File: config.mk
export PLATFORM = sky130hd
export DESIGN_NAME = axi_read_protocol_flat
export DESIGN_NICKNAME = d
export VERILOG_FILES = /design/src/rtl/axi_pkg.sv /design/src/rtl/axi_read_protocol_if.sv /design/src/rtl/axi_rd_beat_cnt.sv /design/src/rtl/axi_read_protocol.sv /design/src/flat_wrapper.sv
export SDC_FILE = /design/constraint.sdc
export NUM_CORES = 1
export LEC_CHECK = 0
export CORE_MARGIN = 2
export CORE_UTILIZATION = 30
export DETAILED_ROUTE_END_ITERATION = 16
export GPL_TIMING_DRIVEN = 0
export PLACE_DENSITY = 0.59
export SLEW_MARGIN = 5
export SYNTH_ARGS = -nofsm -noshare
export SYNTH_HDL_FRONTEND = slang
export SYNTH_SLANG_ARGS = --single-unit
File: constraint.sdc
create_clock -name axi_aclk -period 3.7 [get_ports axi_aclk]
set_clock_uncertainty 0.05 [all_clocks]
set_input_delay 0.555 -clock axi_aclk [delete_from_list [all_inputs] [get_ports axi_aclk]]
set_output_delay 0.555 -clock axi_aclk [all_outputs]
set_load 0.02 [all_outputs]
File: src/rtl/axi_pkg.sv
// Shared AR state encodings, burst-type constants and the burst legality check
// for the AXI read protocol block.
package axi_pkg;

  typedef enum logic [1:0] {
    WAIT   = 2'b00,
    ASSERT = 2'b01,
    COMMIT = 2'b11
  } ar_state_e;

  localparam logic [1:0] FIXED = 2'b00;
  localparam logic [1:0] INCR  = 2'b01;
  localparam logic [1:0] WRAP  = 2'b10;
  localparam logic [1:0] RSVD  = 2'b11;

  // WRAP bursts are only legal with 2, 4, 8 or 16 beats.
  function automatic logic burst_illegal(input logic [1:0] burst, input logic [7:0] len);
    return (burst == RSVD) ||
           ((burst == WRAP) && !(len inside {8'd1, 8'd3, 8'd7, 8'd15}));
  endfunction

endpackage

File: src/rtl/axi_read_protocol_if.sv
// Bus bundle between stimulus and the read protocol block: raw request/beat
// inputs plus the registered AXI-style AR/R outputs.
interface axi_read_protocol_if #(
  parameter int AW = 32,
  parameter int DW = 64
);
  logic [AW-1:0] araddr_in;
  logic [7:0]    arlen_in;
  logic [2:0]    arsize_in;
  logic [1:0]    arburst_in;
  logic          arvalid_in;
  logic          arready_in;
  logic [DW-1:0] rdata_in;
  logic [1:0]    rresp_in;
  logic          rvalid_in;
  logic          rready_in;

  logic [AW-1:0] axi_araddr;
  logic [7:0]    axi_arlen;
  logic [2:0]    axi_arsize;
  logic [1:0]    axi_arburst;
  logic          axi_arvalid;
  logic          axi_arready;
  logic [DW-1:0] axi_rdata;
  logic [1:0]    axi_rresp;
  logic          axi_rvalid;
  logic          axi_rready;
  logic          axi_rlast;
  logic          proto_err;

  modport master (
    output araddr_in, arlen_in, arsize_in, arburst_in, arvalid_in, arready_in,
    output rdata_in, rresp_in, rvalid_in, rready_in,
    input  axi_araddr, axi_arlen, axi_arsize, axi_arburst, axi_arvalid, axi_arready,
    input  axi_rdata, axi_rresp, axi_rvalid, axi_rready, axi_rlast, proto_err
  );

  modport slave (
    input  araddr_in, arlen_in, arsize_in, arburst_in, arvalid_in, arready_in,
    input  rdata_in, rresp_in, rvalid_in, rready_in,
    output axi_araddr, axi_arlen, axi_arsize, axi_arburst, axi_arvalid, axi_arready,
    output axi_rdata, axi_rresp, axi_rvalid, axi_rready, axi_rlast, proto_err
  );
endinterface

File: src/rtl/axi_rd_beat_cnt.sv
// Beat counter for the active read burst: captures arlen on the AR handshake and
// flags whether the beat about to be presented is the last one.
module axi_rd_beat_cnt (
  input  logic       axi_aclk,
  input  logic       axi_aresetn,
  input  logic       load,
  input  logic [7:0] len_in,
  input  logic       beat_hs,
  output logic       next_last
);

  logic [7:0] cnt_q;
  logic [7:0] len_q;
  logic [7:0] next_idx;

  // Index of the beat that would be loaded this edge.
  assign next_idx  = beat_hs ? (cnt_q + 8'd1) : cnt_q;
  assign next_last = (next_idx == len_q);

  always_ff @(posedge axi_aclk or negedge axi_aresetn) begin
    if (!axi_aresetn) begin
      cnt_q <= 8'd0;
      len_q <= 8'd0;
    end else if (load) begin
      cnt_q <= 8'd0;
      len_q <= len_in;
    end else if (beat_hs && (cnt_q != len_q)) begin
      cnt_q <= cnt_q + 8'd1;
    end
  end

endmodule

File: src/rtl/axi_read_protocol.sv
// AXI read-channel protocol engine: registers AR requests through a
// WAIT/ASSERT/COMMIT handshake FSM and streams one outstanding burst of R beats.
module axi_read_protocol
  import axi_pkg::*;
#(
  parameter int AW = 32,
  parameter int DW = 64
) (
  input logic              axi_aclk,
  input logic              axi_aresetn,
  axi_read_protocol_if.slave bus
);

  ar_state_e     state_q, state_d;
  logic          latch_ar;
  logic [AW-1:0] araddr_q;
  logic [7:0]    arlen_q;
  logic [2:0]    arsize_q;
  logic [1:0]    arburst_q;

  logic          r_active_q;
  logic [DW-1:0] rdata_q;
  logic [1:0]    rresp_q;
  logic          rvalid_q, rlast_q, rready_q, proto_err_q;
  logic          ar_hs, r_hs, r_done, beat_load, next_last;

  // COMMIT is the only state with arvalid and arready both high.
  assign ar_hs     = (state_q == COMMIT);
  assign r_hs      = rvalid_q & rready_q;
  assign r_done    = r_hs & rlast_q;
  assign beat_load = r_active_q & bus.rvalid_in & (~rvalid_q | r_hs) & ~r_done;

  always_comb begin
    state_d  = state_q;
    latch_ar = 1'b0;
    unique case (state_q)
      WAIT: begin
        if (bus.arvalid_in) begin
          latch_ar = 1'b1;
          state_d  = (bus.arready_in && !r_active_q) ? COMMIT : ASSERT;
        end
      end
      ASSERT: begin
        if (bus.arready_in && !r_active_q) state_d = COMMIT;
      end
      COMMIT: begin
        // The burst just accepted makes r_active high, so a new request must wait.
        if (bus.arvalid_in) begin
          latch_ar = 1'b1;
          state_d  = ASSERT;
        end else begin
          state_d  = WAIT;
        end
      end
      default: state_d = WAIT;
    endcase
  end

  always_ff @(posedge axi_aclk or negedge axi_aresetn) begin
    if (!axi_aresetn) begin
      state_q   <= WAIT;
      araddr_q  <= '0;
      arlen_q   <= '0;
      arsize_q  <= '0;
      arburst_q <= '0;
    end else begin
      state_q <= state_d;
      if (latch_ar) begin
        araddr_q  <= bus.araddr_in;
        arlen_q   <= bus.arlen_in;
        arsize_q  <= bus.arsize_in;
        arburst_q <= bus.arburst_in;
      end
    end
  end

  always_ff @(posedge axi_aclk or negedge axi_aresetn) begin
    if (!axi_aresetn) begin
      r_active_q  <= 1'b0;
      rdata_q     <= '0;
      rresp_q     <= '0;
      rvalid_q    <= 1'b0;
      rlast_q     <= 1'b0;
      rready_q    <= 1'b0;
      proto_err_q <= 1'b0;
    end else begin
      rready_q <= bus.rready_in;
      if (ar_hs) begin
        r_active_q <= 1'b1;
        if (burst_illegal(arburst_q, arlen_q)) proto_err_q <= 1'b1;
      end
      if (r_done) begin
        r_active_q <= 1'b0;
        rvalid_q   <= 1'b0;
        rlast_q    <= 1'b0;
      end else if (beat_load) begin
        rdata_q  <= bus.rdata_in;
        rresp_q  <= bus.rresp_in;
        rvalid_q <= 1'b1;
        rlast_q  <= next_last;
      end else if (r_hs) begin
        rvalid_q <= 1'b0;
      end
    end
  end

  axi_rd_beat_cnt u_beat_cnt (
    .axi_aclk    (axi_aclk),
    .axi_aresetn (axi_aresetn),
    .load        (ar_hs),
    .len_in      (arlen_q),
    .beat_hs     (r_hs),
    .next_last   (next_last)
  );

  assign bus.axi_araddr  = araddr_q;
  assign bus.axi_arlen   = arlen_q;
  assign bus.axi_arsize  = arsize_q;
  assign bus.axi_arburst = arburst_q;
  assign bus.axi_arvalid = (state_q != WAIT);
  assign bus.axi_arready = (state_q == COMMIT);
  assign bus.axi_rdata   = rdata_q;
  assign bus.axi_rresp   = rresp_q;
  assign bus.axi_rvalid  = rvalid_q;
  assign bus.axi_rready  = rready_q;
  assign bus.axi_rlast   = rlast_q;
  assign bus.proto_err   = proto_err_q;

endmodule

File: src/flat_wrapper.sv
// flat-port wrapper written by rule: the top's interface ports become plain ports
module axi_read_protocol_flat import axi_pkg::*;
#(
  parameter int AW = 32,
  parameter int DW = 64
)
  (axi_aclk, axi_aresetn, bus_araddr_in, bus_arlen_in, bus_arsize_in, bus_arburst_in, bus_arvalid_in, bus_arready_in, bus_rdata_in, bus_rresp_in, bus_rvalid_in, bus_rready_in, bus_axi_araddr, bus_axi_arlen, bus_axi_arsize, bus_axi_arburst, bus_axi_arvalid, bus_axi_arready, bus_axi_rdata, bus_axi_rresp, bus_axi_rvalid, bus_axi_rready, bus_axi_rlast, bus_proto_err);
  axi_read_protocol_if #(.AW(AW), .DW(DW)) bus_i ();
  input logic axi_aclk;
  input logic axi_aresetn;
  input wire logic [$bits(bus_i.araddr_in)-1:0] bus_araddr_in;
  input wire logic [$bits(bus_i.arlen_in)-1:0] bus_arlen_in;
  input wire logic [$bits(bus_i.arsize_in)-1:0] bus_arsize_in;
  input wire logic [$bits(bus_i.arburst_in)-1:0] bus_arburst_in;
  input wire logic [$bits(bus_i.arvalid_in)-1:0] bus_arvalid_in;
  input wire logic [$bits(bus_i.arready_in)-1:0] bus_arready_in;
  input wire logic [$bits(bus_i.rdata_in)-1:0] bus_rdata_in;
  input wire logic [$bits(bus_i.rresp_in)-1:0] bus_rresp_in;
  input wire logic [$bits(bus_i.rvalid_in)-1:0] bus_rvalid_in;
  input wire logic [$bits(bus_i.rready_in)-1:0] bus_rready_in;
  output wire logic [$bits(bus_i.axi_araddr)-1:0] bus_axi_araddr;
  output wire logic [$bits(bus_i.axi_arlen)-1:0] bus_axi_arlen;
  output wire logic [$bits(bus_i.axi_arsize)-1:0] bus_axi_arsize;
  output wire logic [$bits(bus_i.axi_arburst)-1:0] bus_axi_arburst;
  output wire logic [$bits(bus_i.axi_arvalid)-1:0] bus_axi_arvalid;
  output wire logic [$bits(bus_i.axi_arready)-1:0] bus_axi_arready;
  output wire logic [$bits(bus_i.axi_rdata)-1:0] bus_axi_rdata;
  output wire logic [$bits(bus_i.axi_rresp)-1:0] bus_axi_rresp;
  output wire logic [$bits(bus_i.axi_rvalid)-1:0] bus_axi_rvalid;
  output wire logic [$bits(bus_i.axi_rready)-1:0] bus_axi_rready;
  output wire logic [$bits(bus_i.axi_rlast)-1:0] bus_axi_rlast;
  output wire logic [$bits(bus_i.proto_err)-1:0] bus_proto_err;
  assign bus_i.araddr_in = bus_araddr_in;
  assign bus_i.arlen_in = bus_arlen_in;
  assign bus_i.arsize_in = bus_arsize_in;
  assign bus_i.arburst_in = bus_arburst_in;
  assign bus_i.arvalid_in = bus_arvalid_in;
  assign bus_i.arready_in = bus_arready_in;
  assign bus_i.rdata_in = bus_rdata_in;
  assign bus_i.rresp_in = bus_rresp_in;
  assign bus_i.rvalid_in = bus_rvalid_in;
  assign bus_i.rready_in = bus_rready_in;
  assign bus_axi_araddr = bus_i.axi_araddr;
  assign bus_axi_arlen = bus_i.axi_arlen;
  assign bus_axi_arsize = bus_i.axi_arsize;
  assign bus_axi_arburst = bus_i.axi_arburst;
  assign bus_axi_arvalid = bus_i.axi_arvalid;
  assign bus_axi_arready = bus_i.axi_arready;
  assign bus_axi_rdata = bus_i.axi_rdata;
  assign bus_axi_rresp = bus_i.axi_rresp;
  assign bus_axi_rvalid = bus_i.axi_rvalid;
  assign bus_axi_rready = bus_i.axi_rready;
  assign bus_axi_rlast = bus_i.axi_rlast;
  assign bus_proto_err = bus_i.proto_err;
  axi_read_protocol #(.AW(AW), .DW(DW)) u_core (.axi_aclk(axi_aclk), .axi_aresetn(axi_aresetn), .bus(bus_i));
endmodule
Word-level counts from Yosys, hierarchy flattened
Cells that the tools add are included.
{ "word_totals": {"register_bits": 134, "out_inout_bits": 117, "wordCells": 69} }
{ "op_classes": {"n_addsub": 1, "eq_ne": 12, "muxes": 17, "bitwise": 8, "n_reduce_logical": 17} }
{ "ops": {"columns": ["cell", "count"], "rows": [
  ["two-way mux 8 bit", 3],
  ["two-way mux 1 bit", 10],
  ["adder 8 x 1 -> 8 bit, second input constant", 1],
  ["== test 8 x 1 -> 1 bit, second input constant", 1],
  ["== test 8 x 2 -> 1 bit, second input constant", 1],
  ["== test 8 x 3 -> 1 bit, second input constant", 1],
  ["== test 8 x 4 -> 1 bit, second input constant", 1],
  ["== test 8 bit", 1],
  ["inequality test 8 bit", 1],
  ["nonzero test 2 bit", 4],
  ["== test 2 bit, second input constant", 3],
  ["two-way mux 2 bit", 3],
  ["one-hot mux 2 bit (3 select lines)", 1],
  ["AND reduction 2 bit", 3],
  ["AND 1 bit", 5],
  ["nonzero test 4 bit", 1],
  ["logical AND 1 bit", 3],
  ["nonzero test 3 bit", 1],
  ["== test 2 x 1 -> 1 bit, second input constant", 1],
  ["zero test 1 bit", 2],
  ["zero test 2 bit", 1],
  ["inequality test 2 x 1 -> 1 bit, second input constant", 1],
  ["inequality test 2 bit, second input constant", 1],
  ["NOT 1 bit", 2],
  ["other kinds (3)", 3]
]} }

Logic depth before layout (Yosys ltp)
Gate-level depths: netlist (run 1).
{ "depth": {"ltp_word": 6, "ltp_mapped": 7} }

Hierarchy
From an unflattened synthesis (run 1), not the netlist that was laid out.
{ "unflattened": {"hier_cells": 383, "area_unflattened_um2": 5753.0} }
{ "by_module_without_submodules": {"columns": ["mod", "n_inst", "cells_per_inst", "area_each_um2", "seq_area_each_um2"], "rows": [
  ["axi_read_protocol", 1, 278, 4700.8, 2952.8],
  ["axi_rd_beat_cnt", 1, 105, 1052.3, 400.4]
]} }

Worst setup path after synthesis (run 1)
OpenSTA, ideal clock, no wires.
{ "synth_path": {"path_type": "register -> register", "start": "register u_core.u_beat_cnt.cnt_q[2]", "end": "register u_core.u_beat_cnt.cnt_q[1]", "setup_time_ns": 0.132, "arrival_ns": 1.688, "slack_ns": 1.830, "path_stages_with_launch": 7, "path_buffers": 1, "synth_period_minus_slack_ns": 1.870, "path_cell_list": "dfrtp_1 -> xnor2_1 -> or4b_1 -> o21ai_2 -> buf_6 -> mux2i_1 -> nor2_1"} }
{ "synth_between": {"elab_chain_cells": 3} }
{ "synth_rtl": {"columns": ["item", "line_no", "text"], "rows": [
  ["from (decl)", "axi_rd_beat_cnt.sv:12", "logic [7:0] cnt_q;"],
  ["from (signal assigned)", "axi_rd_beat_cnt.sv:28", "cnt_q <= cnt_q + 8'd1;"],
  ["inequality test 8 bit", "axi_rd_beat_cnt.sv:27", "end else if (beat_hs && (cnt_q != len_q)) begin"],
  ["logical AND 1 bit", "axi_rd_beat_cnt.sv:27", null],
  ["nonzero test 2 bit (no source line)", null, null]
]} }
No other way between the ends.
A chain may end at the register's enable or synchronous reset.

Worst setup path after layout (run 1)
{ "layout_path": {"start": "register u_core.state_q[1]", "end": "output port bus_axi_arvalid"} }
{ "layout_between": {"elab_chain_cells": 1} }
{ "layout_rtl": {"columns": ["item", "line_no", "text"], "rows": [
  ["from (decl)", "axi_read_protocol.sv:14", "ar_state_e state_q, state_d;"],
  ["from (signal assigned)", "axi_read_protocol.sv:67", "state_q <= state_d;"],
  ["nonzero test 2 bit", "axi_read_protocol.sv:120", "assign bus.axi_arvalid = (state_q != WAIT);"],
  ["to (decl)", "flat_wrapper.sv:25", "output wire logic [$bits(bus_i.axi_arvalid)-1:0] bus_axi_arvalid;"]
]} }
No other way between the ends.

==> flow_metrics.env, run 1 <==
export IMPL_status="finished, final reports clean"
export IMPL_grt_use_total_pct=15.39
export IMPL_die_area_um2=19290
export IMPL_power_share_clock_pct=20.9
export IMPL_syn_area_um2=5458
export IMPL_final_hold_violation_count=0
export IMPL_cts_setup_buffers=0
export IMPL_grt_antenna_before_repair=0
export IMPL_drive_gt1_share_pct=26.77
export IMPL_slew_headroom_pct=54.14
export IMPL_yosysTopAreaCellShare_pct=61.44
export IMPL_htreeDepth=4
export IMPL_core_area_um2=17900
export IMPL_syn_area_per_cell_um2=14.71
export IMPL_async_reset_ff_share_pct=100.0
export IMPL_critPathLaunchType="register"
export IMPL_synth_cell_types=44
export IMPL_hold_path_class="input port to asynchronous set/reset pin"
export IMPL_path_clk_slew_ps=60
export IMPL_start_util_pct=30.49
export IMPL_io_buffers=233
export IMPL_end_kind="output pin"
export IMPL_fin_crit_ps=2452
export IMPL_powerDensity_nw_per_um2=931.5
export IMPL_grt_pass1_wl_um=23480
export IMPL_synth_most_common_cell="dfrtp_1"
export IMPL_ctsResizeCount=0
export IMPL_drt_total_wl_um=14220
export IMPL_synth_top_area_cell="dfrtp_1"
export IMPL_grt_pass1_vias=4393
export IMPL_syn_num_nets=493
export IMPL_multi_input_area_um2=2008
export IMPL_cts_buffer_depth=2
export IMPL_routabilityCongestion=0.7680
export IMPL_final_cell_area_um2=8691
export IMPL_grt_max_degree=76
export IMPL_rrSetupSlack_ps=1370
export IMPL_slew_violations=0
export IMPL_power_mw=8.096
export IMPL_switching_share_pct=35.09
export IMPL_drt_pass1_iter_count=4
export IMPL_io_pins=234
export IMPL_syn_inst=371
export IMPL_max_freq_mhz=407.9
export IMPL_crit_required_ps=3090
export IMPL_cts_hold_fix_buffers=0
export IMPL_detail_route_antenna_nets=0
export IMPL_die_h_um=138.9
export IMPL_synth_main_ff_cell="dfrtp_1"
export IMPL_final_core_util_pct=48.55
export IMPL_syn_to_final_growth_pct=59.24
export IMPL_drt_initial_drc_count=80
export IMPL_rows=49
export IMPL_post_drt_wl_per_cell_um=16.46
export IMPL_clock_latency_ps=410
export IMPL_pwr_share_seq_pct=32.3
export IMPL_nNetsFinal=746
export IMPL_tightest_slew_ps=687.8
export IMPL_cts_buffers=17
export IMPL_synth_edf_count=0
export IMPL_crit_arrival_ps=1850
export IMPL_reg2reg_depth=5
export IMPL_maxCapViolCount=0
export IMPL_crit_fanout=6
export IMPL_regArea_um2=3353
export IMPL_vias=3958
export IMPL_p_comb_share_pct=46.9
export IMPL_power_switching_mw=2.841
export IMPL_setup_violations=0
export IMPL_ys_seq_area_share_pct=61.44
export IMPL_placed_area_um2=8105
export IMPL_ir_drop_mv=0.3618
export IMPL_postLayoutSetupSlackWorst_ps=1248
export IMPL_synth_seq_cells=134
export IMPL_path_class="register to output pin"
export IMPL_chipWidth_um=138.9
export IMPL_r2r_end="u_core.bus.axi_rdata[59]"
export IMPL_period_share_pct=66.26
export IMPL_dp_slack_ps=806.5
export IMPL_power_internal_mw=5.255
export IMPL_cts_root_buf="clkbuf_16"
export IMPL_yosys_top_cells_area="dfrtp_1 (61%), mux2_2 (25%), xor2_1 (1.4%), ha_1 (1.1%), a21oi_1 (0.92%)"
export IMPL_grt_overflow_total=0
export IMPL_rsz0062_at_grt="no"
export IMPL_cts_tree="yes"
export IMPL_timing_rr_start="u_core.bus.axi_rlast"
export IMPL_vias_per_cell=4.581
export IMPL_p_leak_nw=3.560
export IMPL_yosysWarnings=0
export IMPL_drc_errors=0
export IMPL_hpwl_um=10830
export IMPL_synth_common_cells="dfrtp_1 (134), mux2_2 (119), a21oi_1 (10)"
export IMPL_fill_cells=1619
export IMPL_num_antenna_cells=0
export IMPL_cts_sinks=134
==> critical path, cell delays in order (launching register included) <==
cell	delay (ps)
dfrtp_1	450
inv_1	100
ha_1	180
inv_1	100
clkdlybuf4s50_1	610
==> cell type report <==
type	instances	area share [%]
tap	229	3.297
inverter	5	0.2160
clock inverter	13	1.843
clock buffer	17	4.895
multi-input combinational	216	23.11
buffer	16	0.8926
timing repair buffer	234	27.17
sequential	134	38.58
==> cells by family (layout without fill, tap and decap cells) <==
| family | after synthesis | after routing | share of synthesized area (%) |
|---|---|---|---|
| multiplexers | 121 | 121 | 24.92 |
| buffers and inverters | 21 | 285 | 1.765 |
| AO/OA/AOI/OAI | 35 | 35 | 4.219 |
| XOR/XNOR | 13 | 13 | 2.086 |
| adder cells (fa/ha/maj) | 5 | 5 | 1.146 |
| AND/OR/NAND/NOR | 42 | 42 | 4.425 |
| flip-flops | 134 | 134 | 61.44 |
==> worst max-delay path by stage <==
stage / start / end
after floorplan: u_core.u_beat_cnt.cnt_q[2] / u_core.u_beat_cnt.cnt_q[1]
after global placement: axi_aresetn / u_core.bus.axi_rdata[49]
after detailed placement: bus_rvalid_in / u_core.bus.axi_rresp[0]
after CTS: u_core.state_q[1] / bus_axi_arvalid
after global routing: u_core.state_q[1] / bus_axi_arvalid
final: u_core.state_q[1] / bus_axi_arvalid
==> cells in the final DEF (no fill, tap or decap), types with 3 or more instances in the layout <==
cell,n
clkdlybuf4s50_1,232
dfrtp_1,134
mux2_2,119
clkbuf_16,17
a21oi_1,10
xor2_1,9
nor2_1,8
buf_2,8
nand2_1,8
clkbuf_1,7
inv_1,5
nand3_1,5
o21ai_1,5
ha_1,5
xnor2_1,4
o21ai_0,4
clkinv_2,4
clkinv_4,4
or3_1,3
o31ai_1,3
or3_2,3
bufinv_16,3
==> power by group through the flow <==
| stage | sequential (mW) | clock (mW) | combinational [mW] |
|---|---|---|---|
| 3_3_place_gp | 2.61 | 0 | 3.79 |
| 5_1_grt | 2.73 | 1.81 | 4.04 |
| 6_report | 2.61 | 1.69 | 3.79 |
| 4_1_cts | 2.63 | 1.73 | 3.86 |
| 3_5_place_dp | 2.64 | 0 | 3.85 |
| 2_1_floorplan | 3.33 | 0 | 1.33 |
==> state kept, by name (all words and copies together), names as in the netlist <==
| name | count |
|---|---|
| u_core.bus.axi_araddr | 32 |
| u_core.bus.axi_arburst | 2 |
| u_core.bus.axi_arlen | 8 |
| u_core.bus.axi_arsize | 3 |
| u_core.bus.axi_rdata | 64 |
| u_core.bus.axi_rlast | 1 |
| u_core.bus.axi_rready | 1 |
| u_core.bus.axi_rresp | 2 |
| u_core.bus.axi_rvalid | 1 |
| u_core.bus.proto_err | 1 |
| u_core.r_active_q | 1 |
| u_core.state_q | 2 |
| u_core.u_beat_cnt.cnt_q | 8 |
| u_core.u_beat_cnt.len_q | 8 |
==> through the flow <==
step | hold WS (ps) | cells | setup TNS [ps]
final | 48.55 | 864 | 0
after global placement | 404.3 | 833 | -451500
after global routing | 90.29 | 864 | 0
after detailed placement | 409.0 | 834 | 0
after floorplan | 209.4 | 371 | 0
after CTS | 79.32 | 864 | 0
==> per-layer routing <==
| metal | vias up | global-route usage [%] | share of wire [%] |
|---|---|---|---|
| li1 | 1832 | - | - |
| met1 | 1973 | 16.63 | 37 |
| met2 | 124 | 26.68 | 53 |
| met3 | 29 | 6.388 | 7.5 |
| met4 | 0 | 6.433 | 2.7 |
| met5 | - | 0 | 0 |
Power figures use the tool's default switching activity.
==> run 2: changes to the inputs <==
==> constraint.sdc (replaced) <==
create_clock -name axi_aclk -period 2.4 [get_ports axi_aclk]
set_clock_uncertainty 0.05 [all_clocks]
set_input_delay 0.36 -clock axi_aclk [delete_from_list [all_inputs] [get_ports axi_aclk]]
set_output_delay 0.36 -clock axi_aclk [all_outputs]
set_load 0.02 [all_outputs]
==> flow_metrics.env, run 2 (synthesis results as in run 1) <==
export IMPL_cts_tree="yes"
export IMPL_vias_per_cell=4.572
export IMPL_whs_ps=342.0
export IMPL_io_buffers=233
export IMPL_nNetsFinal=747
export IMPL_regArea_um2=3353
export IMPL_fin_crit_ps=2256
export IMPL_drt_total_wl_um=14260
export IMPL_num_antenna_cells=0
export IMPL_detail_route_antenna_nets=0
export IMPL_status="finished, final reports clean"
export IMPL_met1_usage_pct=16.63
export IMPL_chipWidth_um=138.9
export IMPL_grt_pass1_vias=4394
export IMPL_die_h_um=138.9
export IMPL_path_class="register to output pin"
export IMPL_end_kind="output pin"
export IMPL_largest_register_ffs=64
export IMPL_crit_required_ps=1990
export IMPL_powerDensity_nw_per_um2=1434
export IMPL_multi_input_area_um2=2012
export IMPL_critPathLaunchType="register"
export IMPL_hpwl_um=10830
export IMPL_max_freq_mhz=443.2
export IMPL_syn_to_final_growth_pct=59.51
export IMPL_grt_antenna_before_repair=0
export IMPL_io_pins=234
export IMPL_final_cells=865
export IMPL_drive_gt1_share_pct=27.04
export IMPL_final_cell_mix="clkdlybuf4s50_1 (232), dfrtp_1 (134), mux2_2 (119)"
export IMPL_final_hold_violation_count=0
export IMPL_start_util_pct=30.49
export IMPL_crit_arrival_ps=1850
export IMPL_core_area_um2=17900
export IMPL_drc_errors=0
export IMPL_drt_initial_drc_count=75
export IMPL_final_common_cell="clkdlybuf4s50_1"
export IMPL_grt_use_met2_pct=26.68
export IMPL_tightest_slew_ps=577.6
export IMPL_grt_use_total_pct=15.39
export IMPL_grt_pass1_wl_um=23480
export IMPL_dp_cells=834
export IMPL_crit_fanout=6
export IMPL_power_mw=12.49
export IMPL_p_leak_nw=3.567
export IMPL_ir_drop_mv=0.5578
export IMPL_period_share_pct=94.00
export IMPL_cts_sinks=134
export IMPL_rsz0062_at_grt="no"
export IMPL_grt_busiest_layer="met2"
export IMPL_htreeDepth=4
export IMPL_cts_buffer_depth=2
export IMPL_path_clk_slew_ps=60
export IMPL_met3_usage_pct=6.388
export IMPL_hold_path_class="input port to register"
export IMPL_vias=3955
export IMPL_slew_headroom_pct=61.49
export IMPL_grt_overflow_total=0
export IMPL_post_drt_wl_per_cell_um=16.49
export IMPL_setup_violations=0
export IMPL_cts_buffers=17
export IMPL_maxCapViolCount=0
export IMPL_clock_latency_ps=410
export IMPL_rows=49
export IMPL_drt_pass1_iter_count=4
export IMPL_fill_cells=1618
export IMPL_cts_root_buf="clkbuf_16"
export IMPL_slew_violations=0
export IMPL_routabilityCongestion=0.7680
export IMPL_grt_max_degree=76
export IMPL_die_area_um2=19290
==> run 2: cell types whose count changed in the layout (fill, tap and decap cells not counted), sizes merged <==
cell / delta
dlygate4sd3: +1
==> run 2: through the flow <==
stage          worst slack (ps)  TNS [ps]  instance area [um2]  utilization (%)
6_report                  143.9         0                 8706            48.63
5_1_grt                   22.83         0                 8706            48.63
4_1_cts                   24.55         0                 8701            48.60
3_5_place_dp             -298.5    -10800                 8105            45.28
3_3_place_gp              -4489   -608250                 8077            45.11
2_1_floorplan             530.5         0                 5458                -
==> run 2: power by group <==
part | switching (mW) | internal [mW] | total (mW)
clock | 0.983 | 1.62 | 2.60
combinational | 2.71 | 3.15 | 5.86
sequential | 0.689 | 3.34 | 4.03
==> run 2: path summary, 6_finish.rpt <==
kind,depth (start not counted),end,start,slack [ps]
setup reg to reg,6,u_core.u_beat_cnt.cnt_q[1],u_core.u_beat_cnt.cnt_q[2],220
min in group asynchronous,2,u_core.bus.axi_araddr[22],axi_aresetn,430
max in group asynchronous,3,u_core.u_beat_cnt.cnt_q[5],axi_aresetn,1080
hold reg to reg,1,u_core.bus.proto_err,u_core.bus.proto_err,420
hold / removal,1,u_core.bus.axi_rready,bus_rready_in,340
setup / recovery,4,bus_axi_arvalid,u_core.state_q[1],140
==> run 2: worst max-delay path, cell delays in order, from the launching register on <==
cell and delay [ps]:
dfrtp_1 450, inv_1 100, ha_1 180, inv_1 100, clkdlybuf4s50_1 610
==> run 2: layout make-up <==
cell class                 instances  share of cell area (%)
sequential                       134                   38.52
timing repair buffer             235                   27.23
multi-input combinational        216                   23.11
clock buffer                      17                   4.886
tap                              229                   3.291
clock inverter                    13                   1.840
buffer                            16                  0.9054
inverter                           5                  0.2156
==> run 2: per-layer routing <==
| layer | vias to the layer above | part of all wire (%) |
|---|---|---|
| met5 | - | 0 |
| li1 | 1835 | - |
| met4 | 0 | 2.7 |
| met2 | 125 | 53 |
| met1 | 1967 | 37 |
| met3 | 28 | 7.4 |
==> run 2: timing repair <==
action                                 4_1_cts  5_1_grt
gates resized for setup                      0        3
buffers inserted                             0        0
setup endpoints to repair                    0       59
endpoints found under the hold margin       59        0
hold buffers                                 1        0
==> run 3: changes to the inputs <==
--- a/config.mk
+++ b/config.mk
@@ -8,7 +8,6 @@
 export CORE_MARGIN = 2
 export CORE_UTILIZATION = 30
 export DETAILED_ROUTE_END_ITERATION = 16
-export GPL_TIMING_DRIVEN = 0
 export PLACE_DENSITY = 0.59
 export SLEW_MARGIN = 5
 export SYNTH_ARGS = -nofsm -noshare
==> flow_metrics.env, run 3 (synthesis results as in run 1) <==
export IMPL_status="finished, final reports clean"
export IMPL_hold_path_class="input port to register"
export IMPL_dp_cells=826
export IMPL_vias_per_cell=4.620
export IMPL_cts_buffer_depth=2
export IMPL_grt_pass1_wl_um=23370
export IMPL_drive_gt1_share_pct=27.14
export IMPL_post_drt_wl_per_cell_um=16.57
export IMPL_powerDensity_nw_per_um2=1426
export IMPL_io_pins=234
export IMPL_ir_drop_mv=0.6674
export IMPL_p_leak_nw=3.534
export IMPL_hpwl_um=10550
export IMPL_period_share_pct=94.73
export IMPL_path_clk_slew_ps=60
export IMPL_grt_antenna_before_repair=0
export IMPL_drt_total_wl_um=14230
export IMPL_cts_buffers=17
export IMPL_io_buffers=233
export IMPL_die_h_um=138.9
export IMPL_htreeDepth=4
export IMPL_regArea_um2=3353
export IMPL_num_antenna_cells=0
export IMPL_fill_cells=1632
export IMPL_drt_initial_drc_count=120
export IMPL_chipWidth_um=138.9
export IMPL_max_freq_mhz=439.9
export IMPL_tightest_slew_ps=404.7
export IMPL_multi_input_area_um2=2027
export IMPL_grt_pass1_vias=4381
export IMPL_setup_violations=0
export IMPL_largest_register_ffs=64
export IMPL_ctsResizeCount=0
export IMPL_nNetsFinal=739
export IMPL_final_hold_violation_count=0
export IMPL_grt_max_degree=57
export IMPL_detail_route_antenna_nets=0
export IMPL_end_kind="output pin"
export IMPL_postLayoutSetupSlackWorst_ps=126.5
export IMPL_slew_headroom_pct=72.77
export IMPL_cts_sinks=134
export IMPL_power_mw=12.39
export IMPL_rows=49
export IMPL_finalSetupTns_ps=0
export IMPL_critPathLaunchType="register"
export IMPL_drc_errors=0
export IMPL_fin_crit_ps=2273
export IMPL_cts_root_buf="clkbuf_16"
export IMPL_final_cell_mix="clkdlybuf4s50_1 (232), dfrtp_1 (134), mux2_2 (119)"
export IMPL_routabilityCongestion=0.7566
export IMPL_crit_arrival_ps=1860
export IMPL_drt_pass1_iter_count=4
export IMPL_maxCapViolCount=0
export IMPL_vias=3969
export IMPL_grt_use_total_pct=15.37
export IMPL_final_common_cell="clkdlybuf4s50_1"
export IMPL_crit_fanout=6
export IMPL_syn_to_final_growth_pct=59.26
export IMPL_start_util_pct=30.49
export IMPL_crit_required_ps=1990
export IMPL_grt_overflow_total=0
export IMPL_die_area_um2=19290
export IMPL_clock_latency_ps=410
export IMPL_dp_slack_ps=364.7
export IMPL_cts_tree="yes"
export IMPL_core_area_um2=17900
export IMPL_final_cells=859
export IMPL_rsz0062_at_grt="no"
export IMPL_slew_violations=0
export IMPL_path_class="register to output pin"
run 3: changes by cell type in the layout (fill, tap and decap cells not counted), moves of 2 or more:
cell / before / now
buf_2: 8 / 0
buf_4: 0 / 6
clkbuf_1: 6 / 2
inv_6: 0 / 4
buf_12: 0 / 3
clkinv_2: 4 / 1
clkinvlp_4: 2 / 5
bufinv_16: 3 / 1
clkinv_4: 4 / 2
run 3: path summary, 6_finish.rpt:
check | start | end | slack [ps] | cells past startpoint
worst max-delay path | u_core.state_q[1] | bus_axi_arvalid | 130 | 4
worst min-delay path | bus_rready_in | u_core.bus.axi_rready | 340 | 1
worst max register to register | u_core.u_beat_cnt.len_q[2] | u_core.u_beat_cnt.cnt_q[5] | 310 | 6
worst min register to register | u_core.bus.proto_err | u_core.bus.proto_err | 430 | 1
max in group asynchronous | axi_aresetn | u_core.bus.axi_rdata[9] | 1240 | 3
min in group asynchronous | axi_aresetn | u_core.bus.axi_araddr[11] | 380 | 2
run 3: per-stage QoR:
step | util [%] | hold slack (ps) | area (um2)
finish | 48.55 | 335.3 | 8692
floorplan | - | 14.41 | 5458
global placement | 45.38 | 263.2 | 8124
global route | 48.55 | 338.8 | 8692
CTS | 48.55 | 315.8 | 8692
detailed placement | 45.38 | 267.3 | 8124
run 3: cell type report:
class	count	area share, %
tap	229	3.296
sequential	134	38.58
clock buffer	19	4.981
multi-input combinational	216	23.32
inverter	5	0.2159
timing repair buffer	243	28.17
clock inverter	13	1.439
run 3: per-layer routing:
layer	share of wire, %	wire length, um	vias to the layer above	global-route usage (%)
met5	0	0	-	0
met2	52	7350	131	26.78
met1	38	5380	1977	16.32
li1	-	-	1832	-
met3	7.1	1005	29	5.974
met4	3.5	494	0	7.443
run 3: power by group:
part / leakage (nW) / internal [mW] / switching, mW
registers: 1.58 / 3.34 / 0.674
logic: 1.70 / 3.19 / 2.74
clock network: 0.257 / 1.44 / 1.02
total: 3.53 / 7.96 / 4.43
run 3: critical path, cell delays in order (launching register included):
cell	delay, ps
dfrtp_1	440
inv_1	100
ha_1	180
inv_1	110
clkdlybuf4s50_1	620
run 3: timing repair:
| action | in CTS | in global routing |
|---|---|---|
| setup buffers | 0 | 0 |
| endpoints found under the hold margin | 39 | 0 |
| hold buffers | 1 | 0 |
